**src/rtl/axi_r_return_router.sv**
```systemverilog
// rtl/axi_r_return_router.sv - routes slave R beats back to the master that issued each AR
//
// Records the issuing master of every AR in an in-order FIFO and steers the
// slave R channel to the master at the FIFO head until the beat with rlast.
// Optional feature macro: R_ROUTER_BEAT_COUNT_EN (enables the routed-beat counter).
//
// Ports:
//   clk, rst            clock; synchronous active-high reset
//   ar_push, ar_master  record master index of an AR accepted by the slave
//   ar_full             ordering FIFO full; upstream must not push
//   s_r*                slave R channel (valid/ready/data/resp/last)
//   m_rvalid, m_rready  per-master R handshake (valid is one-hot)
//   m_rdata/rresp/rlast R payload broadcast to all masters
//   busy                mid-burst (FSM in BURST)
//   err_unexpected      sticky: beat arrived with no outstanding burst
//   beat_count          routed-beat counter (0 when the feature is disabled)
module axi_r_return_router #(
  parameter int NUM_MASTERS = 2,
  parameter int DATA_WIDTH  = 32,
  parameter int DEPTH       = 3,
  localparam int MIDX_W     = (NUM_MASTERS > 1) ? $clog2(NUM_MASTERS) : 1
) (
  input  logic                   clk,
  input  logic                   rst,
  input  logic                   ar_push,
  input  logic [MIDX_W-1:0]      ar_master,
  output logic                   ar_full,
  input  logic                   s_rvalid,
  input  logic [DATA_WIDTH-1:0]  s_rdata,
  input  logic [1:0]             s_rresp,
  input  logic                   s_rlast,
  output logic                   s_rready,
  output logic [NUM_MASTERS-1:0] m_rvalid,
  input  logic [NUM_MASTERS-1:0] m_rready,
  output logic [DATA_WIDTH-1:0]  m_rdata,
  output logic [1:0]             m_rresp,
  output logic                   m_rlast,
  output logic                   busy,
  output logic                   err_unexpected,
  output logic [15:0]            beat_count
);

  localparam int ENTRIES = 1 << DEPTH;
  localparam logic [DEPTH:0] FULL_CNT = (DEPTH+1)'(ENTRIES);

  typedef enum logic {IDLE = 1'b0, BURST = 1'b1} state_e;

  logic [MIDX_W-1:0] mem_q [ENTRIES];
  logic [MIDX_W-1:0] mem_d [ENTRIES];
  logic [DEPTH-1:0]  wr_ptr_q, wr_ptr_d, rd_ptr_q, rd_ptr_d;
  logic [DEPTH:0]    count_q, count_d;
  state_e            state_q, state_d;
  logic              err_q, err_d;

  logic              empty, full, ready_int, routed, pop, push_ok;
  logic [MIDX_W-1:0] head;
  logic [NUM_MASTERS-1:0] rvalid_int;

  assign empty = (count_q == '0);
  assign full  = (count_q == FULL_CNT);
  assign head  = mem_q[rd_ptr_q];

  // With nothing outstanding the slave is always accepted so stray beats drain.
  assign ready_int = empty ? 1'b1 : m_rready[head];
  assign routed    = s_rvalid && ready_int && !empty;
  assign pop       = routed && s_rlast;
  // A push while full is only safe when the head entry retires this cycle.
  assign push_ok   = ar_push && (!full || pop);

  always_comb begin
    rvalid_int = '0;
    for (int i = 0; i < NUM_MASTERS; i++) begin
      rvalid_int[i] = !empty && s_rvalid && (head == MIDX_W'(i));
    end
  end

  always_comb begin
    mem_d    = mem_q;
    wr_ptr_d = wr_ptr_q;
    rd_ptr_d = rd_ptr_q;
    count_d  = count_q;
    state_d  = state_q;
    err_d    = err_q | (empty && s_rvalid);

    if (push_ok) begin
      mem_d[wr_ptr_q] = ar_master;
      wr_ptr_d        = wr_ptr_q + DEPTH'(1);
    end
    if (pop) begin
      rd_ptr_d = rd_ptr_q + DEPTH'(1);
    end
    case ({push_ok, pop})
      2'b10:   count_d = count_q + (DEPTH+1)'(1);
      2'b01:   count_d = count_q - (DEPTH+1)'(1);
      default: count_d = count_q;
    endcase

    case (state_q)
      IDLE:    if (routed && !s_rlast) state_d = BURST;
      BURST:   if (routed && s_rlast)  state_d = IDLE;
      default: state_d = IDLE;
    endcase
  end

  always_ff @(posedge clk) begin
    if (rst) begin
      wr_ptr_q <= '0;
      rd_ptr_q <= '0;
      count_q  <= '0;
      state_q  <= IDLE;
      err_q    <= 1'b0;
    end else begin
      wr_ptr_q <= wr_ptr_d;
      rd_ptr_q <= rd_ptr_d;
      count_q  <= count_d;
      state_q  <= state_d;
      err_q    <= err_d;
    end
  end

  // Entry contents need no reset: they are only read while count is non-zero.
  always_ff @(posedge clk) begin
    mem_q <= mem_d;
  end

  // Handshake outputs are forced to their idle values while reset is asserted,
  // before the state registers have been cleared.
  assign ar_full        = full && !rst;
  assign s_rready       = rst ? 1'b1 : ready_int;
  assign m_rvalid       = rst ? '0 : rvalid_int;
  assign busy           = (state_q == BURST) && !rst;
  assign err_unexpected = err_q;

  assign m_rdata = s_rdata;
  assign m_rresp = s_rresp;
  assign m_rlast = s_rlast;

`ifdef R_ROUTER_BEAT_COUNT_EN
  logic [15:0] beat_cnt_q, beat_cnt_d;

  always_comb begin
    beat_cnt_d = beat_cnt_q;
    if (routed && (beat_cnt_q != 16'hFFFF)) beat_cnt_d = beat_cnt_q + 16'd1;
  end

  always_ff @(posedge clk) begin
    if (rst) beat_cnt_q <= '0;
    else     beat_cnt_q <= beat_cnt_d;
  end

  assign beat_count = beat_cnt_q;
`else
  assign beat_count = 16'd0;
`endif

endmodule
```
**config.mk**
```make
export PLATFORM = sky130hd
export DESIGN_NAME = axi_r_return_router
export DESIGN_NICKNAME = d
export VERILOG_FILES = /design/src/rtl/axi_r_return_router.sv
export SDC_FILE = /design/constraint.sdc
export NUM_CORES = 1
export LEC_CHECK = 0
export BUFFER_PORTS_ARGS = -buffer_cell sky130_fd_sc_hd__buf_2
export CELL_PAD_IN_SITES_DETAIL_PLACEMENT = 0
export CELL_PAD_IN_SITES_GLOBAL_PLACEMENT = 1
export CORE_ASPECT_RATIO = 0.7
export CORE_MARGIN = 5
export CORE_UTILIZATION = 30
export DETAILED_ROUTE_END_ITERATION = 6
export MAX_ROUTING_LAYER = met4
export PLACE_DENSITY = 0.88
export SETUP_SLACK_MARGIN = 0.05
export SLEW_MARGIN = 20
export SYNTH_ARGS = -nofsm -noshare
export SYNTH_HDL_FRONTEND = slang
export SYNTH_SLANG_ARGS = --single-unit
```
**constraint.sdc**
```tcl
create_clock -name clk -period 4.29 [get_ports clk]
set_clock_uncertainty 0.2 [all_clocks]
set_input_delay 0 -clock clk [delete_from_list [all_inputs] [get_ports clk]]
set_output_delay 0 -clock clk [all_outputs]
set_load 0.05 [all_outputs]
```
# Word level (Yosys, flattened, before mapping)
# Index checks and enable logic that the tools add are counted.
# word_totals
ff_bits,20
latch_bits,0
ramBits,0
rom_bits,0
inputBits,42
output_inout_bits,57
mem_count,0
# op_classes
add_sub_neg,4
n_mul,0
div,0
n_lt_le_gt_ge,4
n_eq_ne,3
shifts,0
n_mux,15
n_bitwise,5
n_reduce_logical,19
# ops
op,n
1-bit logical AND,12
1-bit 2-to-1 mux,9
8-bit bitwise mux,1
"4-bit >= comparator, second input constant",2
3-bit NOT with 4-bit output,2
4-bit case mux with 2 select lines,1
"3-bit by 1-bit adder with 3-bit output, second input constant",2
"4-bit by 1-bit adder with 4-bit output, second input constant",1
"4-bit equality test, second input constant",1
1-bit logical NOT,4
4-bit logical NOT,1
"4-bit by 1-bit < comparator with 1-bit output, second input constant",1
"4-bit by 1-bit subtractor with 4-bit output, second input constant",1
1-bit binary-select mux with 3-bit select,1
1-bit demux with 3-bit select,1
"2-bit by 1-bit equality test with 1-bit output, second input constant",1
"2-bit equality test, second input constant",1
"1-bit by 2-bit < comparator with 1-bit output, second input constant",1
2-bit 2-to-1 mux,1
1-bit NOT,2
1-bit case mux with 2 select lines,1
2-bit nonzero test,1
1-bit logical OR,1
1-bit bitwise OR,1

# Depth between registers and ports, before layout
# Gate-level depths: netlist of the first run.
# logic_depth
ltp_word,14
ltp_mapped,11
ltp_nobuf,9

# Least setup slack after synthesis of the first run
# OpenSTA, ideal clock, no wires.
# synth_timing
path_kind,register to register
from,register rd_ptr_q[0]
to,register count_q[1]
setup_ns,0.062
arrival_time_ns,2.732
path_slack_ns,1.296
stages_incl_launch_ff,10
n_path_buf,1
synth_period_minus_slack_ns,2.994
cell_sequence,dfxtp_1 mux4_2 mux2_2 mux2i_4 buf_4 nand2b_1 xnor2_1 ha_1 or4b_2 nand3_1
# synth_via
elab_chain_len,14
elab_cells_between_ends,16
cone_classes,eq/ne (2); mux (7); bitwise (1); reduce/logical (6)
# synth_rtl
item,line,source
start: declaration,50,"logic [DEPTH-1:0] wr_ptr_q, wr_ptr_d, rd_ptr_q, rd_ptr_d;"
start signal: assignment,114,rd_ptr_q <= rd_ptr_d;
3-bit NOT with 4-bit output (not written as such) *,61,assign head = mem_q[rd_ptr_q];
1-bit binary-select mux with 3-bit select *,61,
1-bit 2-to-1 mux (not written as such) * (2 in series),61,
1-bit 2-to-1 mux (not written as such) * (2 in series),64,assign ready_int = empty ? 1'b1 : m_rready[head];
1-bit 2-to-1 mux *,64,
1-bit logical AND * (2 in series),65,assign routed = s_rvalid && ready_int && !empty;
1-bit logical AND *,66,assign pop = routed && s_rlast;
1-bit logical OR,68,assign push_ok = ar_push && (!full || pop);
1-bit logical AND,68,
2-bit by 1-bit equality test with 1-bit output / 2-bit equality test (equally long branches),92,"case ({push_ok, pop})"
4-bit case mux with 2 select lines *,92,
named net count_d[1],51,"logic [DEPTH:0] count_q, count_d;"
end signal: assignment,115,count_q <= count_d;
end: declaration,51,
# Mark *: on every way through the listed nets, which the timed path passes. The rest lies on a longest branch. The select of a mux whose other input is x is not followed.
# A chain may end at the register's enable or synchronous reset.

# Worst setup path after layout of the first run
# Ends and elaborated chain as after synthesis.

==> impl_metrics.prom, run 1 <==
# TYPE chip_impl_metric gauge
chip_impl_metric{name="mux_share_of_post_synthesis_cell_area",unit=""} 0.0637
chip_impl_metric{name="seq_power_share",unit=""} 0.362
chip_impl_metric{name="holdPathStages",unit=""} 2
chip_impl_metric{name="syn_area",unit="um^2"} 1570
chip_impl_info{name="worst_r2r_startpoint",value="rd_ptr_q[0]"} 1
chip_impl_metric{name="die-width",unit="um"} 96.5
chip_impl_metric{name="synthAdderAreaFrac",unit=""} 0.0239
chip_impl_info{name="cts_tree",value="built"} 1
chip_impl_metric{name="fp.dieArea",unit="um^2"} 6800
chip_impl_metric{name="grt_max_degree",unit=""} 35
chip_impl_metric{name="fp-row-count",unit=""} 22
chip_impl_metric{name="power.leakage",unit="nW"} 0.696
chip_impl_metric{name="die_height",unit="um"} 70.5
chip_impl_metric{name="synthToLayoutAreaGrowth",unit="%"} 15.5
chip_impl_info{name="hold_path.class",value="input pin to register"} 1
chip_impl_metric{name="dp_hpwl",unit="um"} 1800
chip_impl_info{name="rsz0062_at_grt",value="false"} 1
chip_impl_metric{name="layout_setup_ws",unit="ns"} 1.38
chip_impl_metric{name="antenna-diode-count",unit=""} 0
chip_impl_metric{name="worst_path_largest_cell_delay",unit="ns"} 0.58
chip_impl_metric{name="clkTransAtPathRegs",unit="ns"} 0.08
chip_impl_metric{name="grt_pass1_vias",unit=""} 1035
chip_impl_metric{name="report.final.hold_viol_count",unit=""} 0
chip_impl_metric{name="cts_hold_fix_bufs",unit=""} 38
chip_impl_metric{name="synth_compound_area_frac",unit=""} 0.0645
chip_impl_metric{name="gp_congestion",unit=""} 0.742
chip_impl_metric{name="vias",unit=""} 1146
chip_impl_metric{name="synthSimpleGateAreaFrac",unit=""} 0.249
chip_impl_info{name="layout_commonest_cell",value="dlygate4sd3_1"} 1
chip_impl_info{name="critical_path.cell_chain",value="mux4_2 -> mux2_2 -> mux2i_4 -> nand2b_1 -> xnor2_1 -> ha_1 -> or4b_2 -> nand3_1"} 1
chip_impl_info{name="largest_family_of_logic_cells_by_synthesized_area",value="buffers and inverters"} 1
chip_impl_info{name="cpLargestDelayFamily",value="multiplexers"} 1
chip_impl_metric{name="worstPathRequired",unit="ns"} 4.30
chip_impl_metric{name="synthesis.area_per_instance",unit="um^2"} 8.82
chip_impl_metric{name="antenna_found_initial",unit=""} 0
chip_impl_info{name="category_of_the_worst_setup_path_capture_point",value="register"} 1
chip_impl_info{name="worstHoldStart",value="rst"} 1
chip_impl_metric{name="power.share.switching",unit=""} 0.364
chip_impl_info{name="status",value="finished, final reports clean"} 1
chip_impl_metric{name="cts-resized-gates",unit=""} 0
chip_impl_metric{name="detail_route.wirelength",unit="um"} 3180
chip_impl_info{name="crit_type",value="register to register"} 1
chip_impl_metric{name="power_dens_cells",unit="nW/um^2"} 335
chip_impl_metric{name="met2_usage",unit=""} 0.144
chip_impl_info{name="grt_most_used_layer",value="met2"} 1
chip_impl_metric{name="finalNetCount",unit=""} 235
chip_impl_metric{name="post_route_cells_drive_above_1_share",unit=""} 0.164
chip_impl_metric{name="avgRoutedWirePerCell",unit="um"} 12.2
chip_impl_metric{name="timing.final.setup_violations",unit=""} 0
chip_impl_metric{name="met1_usage",unit=""} 0.108
chip_impl_metric{name="grt_util_all_layers",unit=""} 0.0898
chip_impl_metric{name="worstPathMaxFanout",unit=""} 4
chip_impl_metric{name="grt_pass1_wl",unit="um"} 4760
chip_impl_metric{name="layout_min_cycle_time",unit="ns"} 2.91
chip_impl_metric{name="intPower",unit="mW"} 0.387
chip_impl_metric{name="yosysSeqAreaShare",unit=""} 0.306
chip_impl_metric{name="worstRegToRegCells",unit=""} 8
chip_impl_info{name="critical_path.reg2reg.endpoint",value="count_q[1]"} 1
chip_impl_metric{name="comb_power_share",unit=""} 0.326
chip_impl_metric{name="place.port_buffers",unit=""} 14
chip_impl_metric{name="vdd_drop_max",unit="uV"} 135
chip_impl_info{name="cp_slowest_cell",value="or4b_2"} 1
chip_impl_metric{name="synthDistinctLibCells",unit=""} 36
chip_impl_metric{name="initial_core_util",unit=""} 0.305
chip_impl_metric{name="clock_sinks",unit=""} 20
chip_impl_metric{name="post_synthesis_register_bit_count",unit=""} 20
chip_impl_metric{name="critical_path.n_buffers_inverters",unit=""} 0
chip_impl_metric{name="preCtsSetupSlack",unit="ns"} 1.37
chip_impl_metric{name="route.antenna.remaining_nets",unit=""} 0
chip_impl_metric{name="timing.max_slew.rel_slack",unit=""} 0.649
chip_impl_metric{name="grt_use_met3",unit=""} 0.0128
chip_impl_metric{name="total_power",unit="mW"} 0.608
chip_impl_metric{name="maximum_buffer_depth_of_the_clock_tree",unit=""} 2
chip_impl_metric{name="num_io_pins",unit=""} 99
chip_impl_metric{name="endpoint_arrival_time_on_the_critical_path",unit="ns"} 2.92
chip_impl_metric{name="finalCritPeriodShare",unit=""} 0.679
chip_impl_info{name="worst_hold_end",value="rd_ptr_q[1]"} 1
chip_impl_metric{name="maxClockFrequency",unit="MHz"} 344
chip_impl_metric{name="drt_first_iter_violations",unit=""} 58
chip_impl_info{name="most-common-layout-cells",value="dlygate4sd3_1 (38), conb_1 (16), buf_2 (14), nor2_1 (12), dfxtp_1 (12)"} 1
chip_impl_metric{name="maxCapViolCount",unit=""} 0
chip_impl_metric{name="synth.top_cell.area_share",unit=""} 0.249
chip_impl_metric{name="drt_drc_violations_left",unit=""} 0
chip_impl_metric{name="power.switching",unit="mW"} 0.221
chip_impl_metric{name="xor_xnor_portion_of_the_synthesized_cell_area",unit=""} 0.0112
chip_impl_metric{name="rrSetupSlack",unit="ns"} 1.38
chip_impl_metric{name="synthCells",unit=""} 178
chip_impl_info{name="root_buffer",value="clkbuf_8"} 1
chip_impl_metric{name="yosys_warnings",unit=""} 0
chip_impl_metric{name="post_drt_via_cell_ratio",unit=""} 4.39
chip_impl_metric{name="power.share.clock",unit=""} 0.312
chip_impl_info{name="ys_top_cells_by_area",value="buf_4 (25%), dfxtp_1 (15%), edfxtp_1 (15%), nor3_1 (3.2%), or4b_2 (3.2%)"} 1
chip_impl_info{name="yosys.area.top_type",value="buf_4"} 1
chip_impl_metric{name="dr_pass1_iterations",unit=""} 4
chip_impl_metric{name="timing.setup.tns",unit="ns"} 0
chip_impl_metric{name="insertion_delay",unit="ns"} 0.26
chip_impl_metric{name="cts_htree_levels",unit=""} 1
chip_impl_info{name="critPathLaunchType",value="register"} 1
chip_impl_metric{name="timing_worst_slew_pin_value",unit="ns"} 0.527
chip_impl_metric{name="gr_overflow_total",unit=""} 0
chip_impl_metric{name="timing.final.max_slew_violations",unit=""} 0
chip_impl_metric{name="cts_buffer_count",unit=""} 3
chip_impl_metric{name="floorplan_core_area",unit="um^2"} 5150
chip_impl_metric{name="cts_setup_buffers",unit=""} 0
## cells by family (layout without fill, tap and decap cells)
group / Yosys count / count (layout)
AND/OR/NAND/NOR: 67 / 67
buffers and inverters: 63 / 59
flip-flops: 20 / 20
AO/OA/AOI/OAI: 16 / 16
multiplexers: 6 / 6
adder cells (fa/ha/maj): 3 / 3
XOR/XNOR: 2 / 2
other: 1 / 16
## power groups by stage
stage	sequential (mW)	clock (mW)	combinational (mW)
after floorplan	0.221	0	0.191
after global placement	0.224	0	0.106
after detailed placement	0.224	0	0.107
after CTS	0.220	0.193	0.198
after global routing	0.221	0.203	0.210
final	0.220	0.189	0.198
## layout make-up
type / count / area [um^2]
timing repair buffer: 53 / 458
multi-input combinational: 110 / 707
clock buffer: 3 / 41.3
inverter: 2 / 7.51
clock inverter: 1 / 30.0
fill: 531 / 3330
sequential: 20 / 480
tap: 72 / 90.1
## flip-flops by register name, indices dropped and copies added, names as in the netlist, named ones only
name,count
err_unexpected,1
mem_q,8
rd_ptr_q,3
wr_ptr_q,3
count_q,4
## through the flow
stage | instance area (um^2) | hold slack (ns) | cells | utilization
after detailed placement | 1360 | -0.200 | 219 | 0.265
after global routing | 1810 | 0.0374 | 261 | 0.352
after floorplan | 1630 | -0.101 | 193 | -
after global placement | 1360 | -0.200 | 219 | 0.265
final | 1810 | 0.00121 | 261 | 0.352
after CTS | 1810 | 0.00523 | 261 | 0.352
## metal layers
metal | routed length, um | vias up
li1 | - | 585
met1 | 1360 | 525
met2 | 1590 | 32
met3 | 182 | 4
met4 | 51 | 0
met5 | 0 | -
## cell usage after synthesis
cell type / count
ha_1: 3
xnor2_1: 2
nor2_1: 12
nor3b_1: 4
o21ai_0: 2
nand2_1: 10
mux2i_1: 1
nor4bb_1: 3
mux4_2: 2
buf_6: 1
a211o_1: 1
o41a_1: 1
edfxtp_1: 8
conb_1: 1
nor2b_1: 1
nand4_1: 2
dfxtp_1: 12
a21oi_1: 7
nor4b_2: 1
and3b_1: 1
clkbuf_1: 8
inv_1: 2
a211oi_1: 1
nor3_1: 10
buf_4: 52
nand3_1: 8
a311o_1: 1
mux2_2: 2
or4_1: 2
a31o_2: 1
mux2i_4: 1
or4b_2: 5
or3_1: 2
nor4_1: 3
nand2b_1: 3
o21ai_1: 2
## worst max-delay path by stage
| stage | start | endpoint | cells after the start |
|---|---|---|---|
| 5_1_grt | rd_ptr_q[0] | count_q[1] | 8 |
| 4_1_cts | rd_ptr_q[0] | count_q[1] | 8 |
| 3_3_place_gp | rd_ptr_q[0] | count_q[1] | 8 |
| 2_1_floorplan | rd_ptr_q[0] | count_q[1] | 9 |
| 6_report | rd_ptr_q[0] | count_q[1] | 8 |
| 3_5_place_dp | rd_ptr_q[0] | count_q[1] | 8 |
Note: power is estimated with default switching activity, not from simulation.
==> inputs of run 2 (changes only) <==
CORE_UTILIZATION = 27   (was 30)
PLACE_DENSITY = 0.84   (was 0.88)
clock period = 2.5 ns   (was 4.29 ns; I/O delays follow)
==> impl_metrics.prom, run 2 (same netlist as run 1, synthesis figures left out) <==
# TYPE chip_impl_metric gauge
chip_impl_metric{name="timing.setup.tns",unit="ns"} -0.467
chip_impl_metric{name="dp_hpwl",unit="um"} 1910
chip_impl_metric{name="comb_power_share",unit=""} 0.398
chip_impl_metric{name="vdd_drop_max",unit="uV"} 209
chip_impl_metric{name="worstPathRequired",unit="ns"} 2.50
chip_impl_metric{name="dr_pass1_iterations",unit=""} 4
chip_impl_metric{name="dpl.cell_count",unit=""} 228
chip_impl_metric{name="report.final.hold_viol_count",unit=""} 0
chip_impl_metric{name="timing.final.setup_violations",unit=""} 11
chip_impl_metric{name="fp-row-count",unit=""} 23
chip_impl_metric{name="clock_sinks",unit=""} 20
chip_impl_metric{name="layout_setup_ws",unit="ns"} -0.0993
chip_impl_info{name="crit_start",value="mem_q[2]"} 1
chip_impl_info{name="cts_tree",value="built"} 1
chip_impl_metric{name="place.port_buffers",unit=""} 14
chip_impl_info{name="layout_commonest_cell",value="dlygate4sd3_1"} 1
chip_impl_metric{name="finalNetCount",unit=""} 242
chip_impl_metric{name="met2_usage",unit=""} 0.130
chip_impl_metric{name="maxCapViolCount",unit=""} 0
chip_impl_metric{name="initial_core_util",unit=""} 0.276
chip_impl_metric{name="power.leakage",unit="nW"} 0.753
chip_impl_info{name="worst_r2r_startpoint",value="mem_q[2]"} 1
chip_impl_metric{name="fp.dieArea",unit="um^2"} 7470
chip_impl_metric{name="num_io_pins",unit=""} 99
chip_impl_metric{name="maxClockFrequency",unit="MHz"} 385
chip_impl_metric{name="insertion_delay",unit="ns"} 0.25
chip_impl_metric{name="detail_route.wirelength",unit="um"} 3180
chip_impl_metric{name="intPower",unit="mW"} 0.581
chip_impl_metric{name="cts_htree_levels",unit=""} 1
chip_impl_info{name="status",value="complete, but fails checks"} 1
chip_impl_metric{name="maximum_buffer_depth_of_the_clock_tree",unit=""} 2
chip_impl_metric{name="gr_overflow_total",unit=""} 0
chip_impl_metric{name="endpoint_arrival_time_on_the_critical_path",unit="ns"} 2.60
chip_impl_metric{name="finalInstanceArea",unit="um^2"} 1920
chip_impl_metric{name="grt_pass1_vias",unit=""} 1048
chip_impl_metric{name="avgRoutedWirePerCell",unit="um"} 11.7
chip_impl_metric{name="post_drt_via_cell_ratio",unit=""} 4.33
chip_impl_metric{name="stdcell_count",unit=""} 271
chip_impl_metric{name="antenna_found_initial",unit=""} 0
chip_impl_metric{name="vias",unit=""} 1174
chip_impl_info{name="largest_registers",value="mem_q: 8 flops, count_q: 4 flops"} 1
chip_impl_metric{name="antenna-diode-count",unit=""} 0
chip_impl_metric{name="timing_worst_slew_pin_value",unit="ns"} 0.565
chip_impl_metric{name="grt_util_all_layers",unit=""} 0.0791
chip_impl_metric{name="drt_drc_violations_left",unit=""} 0
chip_impl_metric{name="placed_area",unit="um^2"} 1440
chip_impl_info{name="category_of_the_worst_setup_path_capture_point",value="register"} 1
chip_impl_metric{name="seq_power_share",unit=""} 0.384
chip_impl_metric{name="finalCritPeriodShare",unit=""} 1.04
chip_impl_metric{name="post_route_cells_drive_above_1_share",unit=""} 0.235
chip_impl_info{name="crit_type",value="register to register"} 1
chip_impl_metric{name="worst_hold_slack",unit="ns"} 0.0308
chip_impl_metric{name="gp_congestion",unit=""} 0.768
chip_impl_metric{name="clkTransAtPathRegs",unit="ns"} 0.07
chip_impl_metric{name="route.antenna.remaining_nets",unit=""} 0
chip_impl_metric{name="met1_usage",unit=""} 0.0981
chip_impl_metric{name="grt_pass1_wl",unit="um"} 4740
chip_impl_metric{name="floorplan_core_area",unit="um^2"} 5700
chip_impl_metric{name="worstPathMaxFanout",unit=""} 2
chip_impl_metric{name="layout_min_cycle_time",unit="ns"} 2.60
chip_impl_info{name="grt_most_used_layer",value="met2"} 1
chip_impl_metric{name="power.switching",unit="mW"} 0.376
chip_impl_info{name="max_flop_register",value="mem_q"} 1
chip_impl_info{name="rsz0062_at_grt",value="true"} 1
chip_impl_metric{name="cts_buffer_count",unit=""} 3
chip_impl_metric{name="grt_max_degree",unit=""} 35
chip_impl_metric{name="power_dens_cells",unit="nW/um^2"} 499
chip_impl_info{name="root_buffer",value="clkbuf_8"} 1
chip_impl_info{name="hold_path.class",value="input pin to register"} 1
chip_impl_info{name="violated_checks",value="setup timing"} 1
chip_impl_metric{name="power.share.clock",unit=""} 0.218
chip_impl_info{name="critPathLaunchType",value="register"} 1
chip_impl_metric{name="grt_use_met3",unit=""} 0.0152
chip_impl_metric{name="synthToLayoutAreaGrowth",unit="%"} 22.2
chip_impl_metric{name="largest_register_ffs",unit=""} 8
chip_impl_info{name="worstHoldStart",value="rst"} 1
chip_impl_metric{name="timing.max_slew.rel_slack",unit=""} 0.623
chip_impl_info{name="most-common-layout-cells",value="dlygate4sd3_1 (38), conb_1 (16), buf_2 (13), nor2_1 (12), dfxtp_1 (11)"} 1
chip_impl_metric{name="die_height",unit="um"} 73.8
chip_impl_metric{name="final_cell_utilization_of_the_core",unit=""} 0.337
chip_impl_metric{name="power.share.switching",unit=""} 0.393
chip_impl_metric{name="timing.final.max_slew_violations",unit=""} 0
chip_impl_metric{name="drt_first_iter_violations",unit=""} 20
chip_impl_metric{name="die-width",unit="um"} 101
run 2: changes by cell type in the layout (fill, tap and decap cells not counted), sizes merged:
cell    before  now
buf         15   22
bufinv       1    0
clkinv       0    1
run 2: what timing repair did:
| action | 4_1_cts | 5_1_grt |
|---|---|---|
| gates resized for setup | 8 | 3 |
| hold buffers | 38 | 0 |
| setup buffers | 1 | 0 |
| hold endpoints to repair | 44 | 0 |
| pin swaps | 4 | 1 |
| setup endpoints to repair | 14 | 18 |
run 2: worst paths after layout:
check	to	slack, ns	depth (start not counted)
min	rd_ptr_q[1]	0.03	2
max reg2reg	count_q[1]	-0.1	8
max	count_q[1]	-0.1	8
min reg2reg	err_unexpected	0.27	2
run 2: layout make-up:
cell class | instances | area (um^2)
sequential | 20 | 484
tap | 75 | 93.8
inverter | 2 | 7.51
fill | 584 | 3780
clock inverter | 1 | 3.75
multi-input combinational | 110 | 772
clock buffer | 3 | 41.3
timing repair buffer | 60 | 517
run 2: metal layers:
| metal | up-vias | part of all wire | routed length (um) |
|---|---|---|---|
| met1 | 544 | 0.44 | 1390 |
| met2 | 29 | 0.51 | 1620 |
| li1 | 599 | - | - |
| met5 | - | 0 | 0 |
| met4 | 0 | 0.012 | 39 |
| met3 | 2 | 0.043 | 137 |
run 2: stage by stage:
| step | worst slack [ns] | power (mW) |
|---|---|---|
| 5_1_grt | -0.179 | 1.01 |
| 3_3_place_gp | -0.0749 | 0.582 |
| 4_1_cts | -0.119 | 0.965 |
| 6_report | -0.0993 | 0.957 |
| 2_1_floorplan | -0.265 | 0.712 |
| 3_5_place_dp | -0.137 | 0.585 |
run 2: worst max-delay path, stage by stage, from the launching register on:
cell      delay, ns
edfxtp_1       0.38
mux4_2         0.48
mux2_4         0.31
mux2i_4        0.20
nand2b_4       0.07
xnor2_2        0.14
ha_4           0.26
or4b_4         0.44
nand3_2        0.06
run 2: power groups by stage:
stage | Combinational, mW | Clock [mW] | Sequential, mW
6_report | 0.381 | 0.208 | 0.368
5_1_grt | 0.401 | 0.236 | 0.370
4_1_cts | 0.380 | 0.218 | 0.367
3_5_place_dp | 0.210 | 0 | 0.375
3_3_place_gp | 0.208 | 0 | 0.374
2_1_floorplan | 0.333 | 0 | 0.379
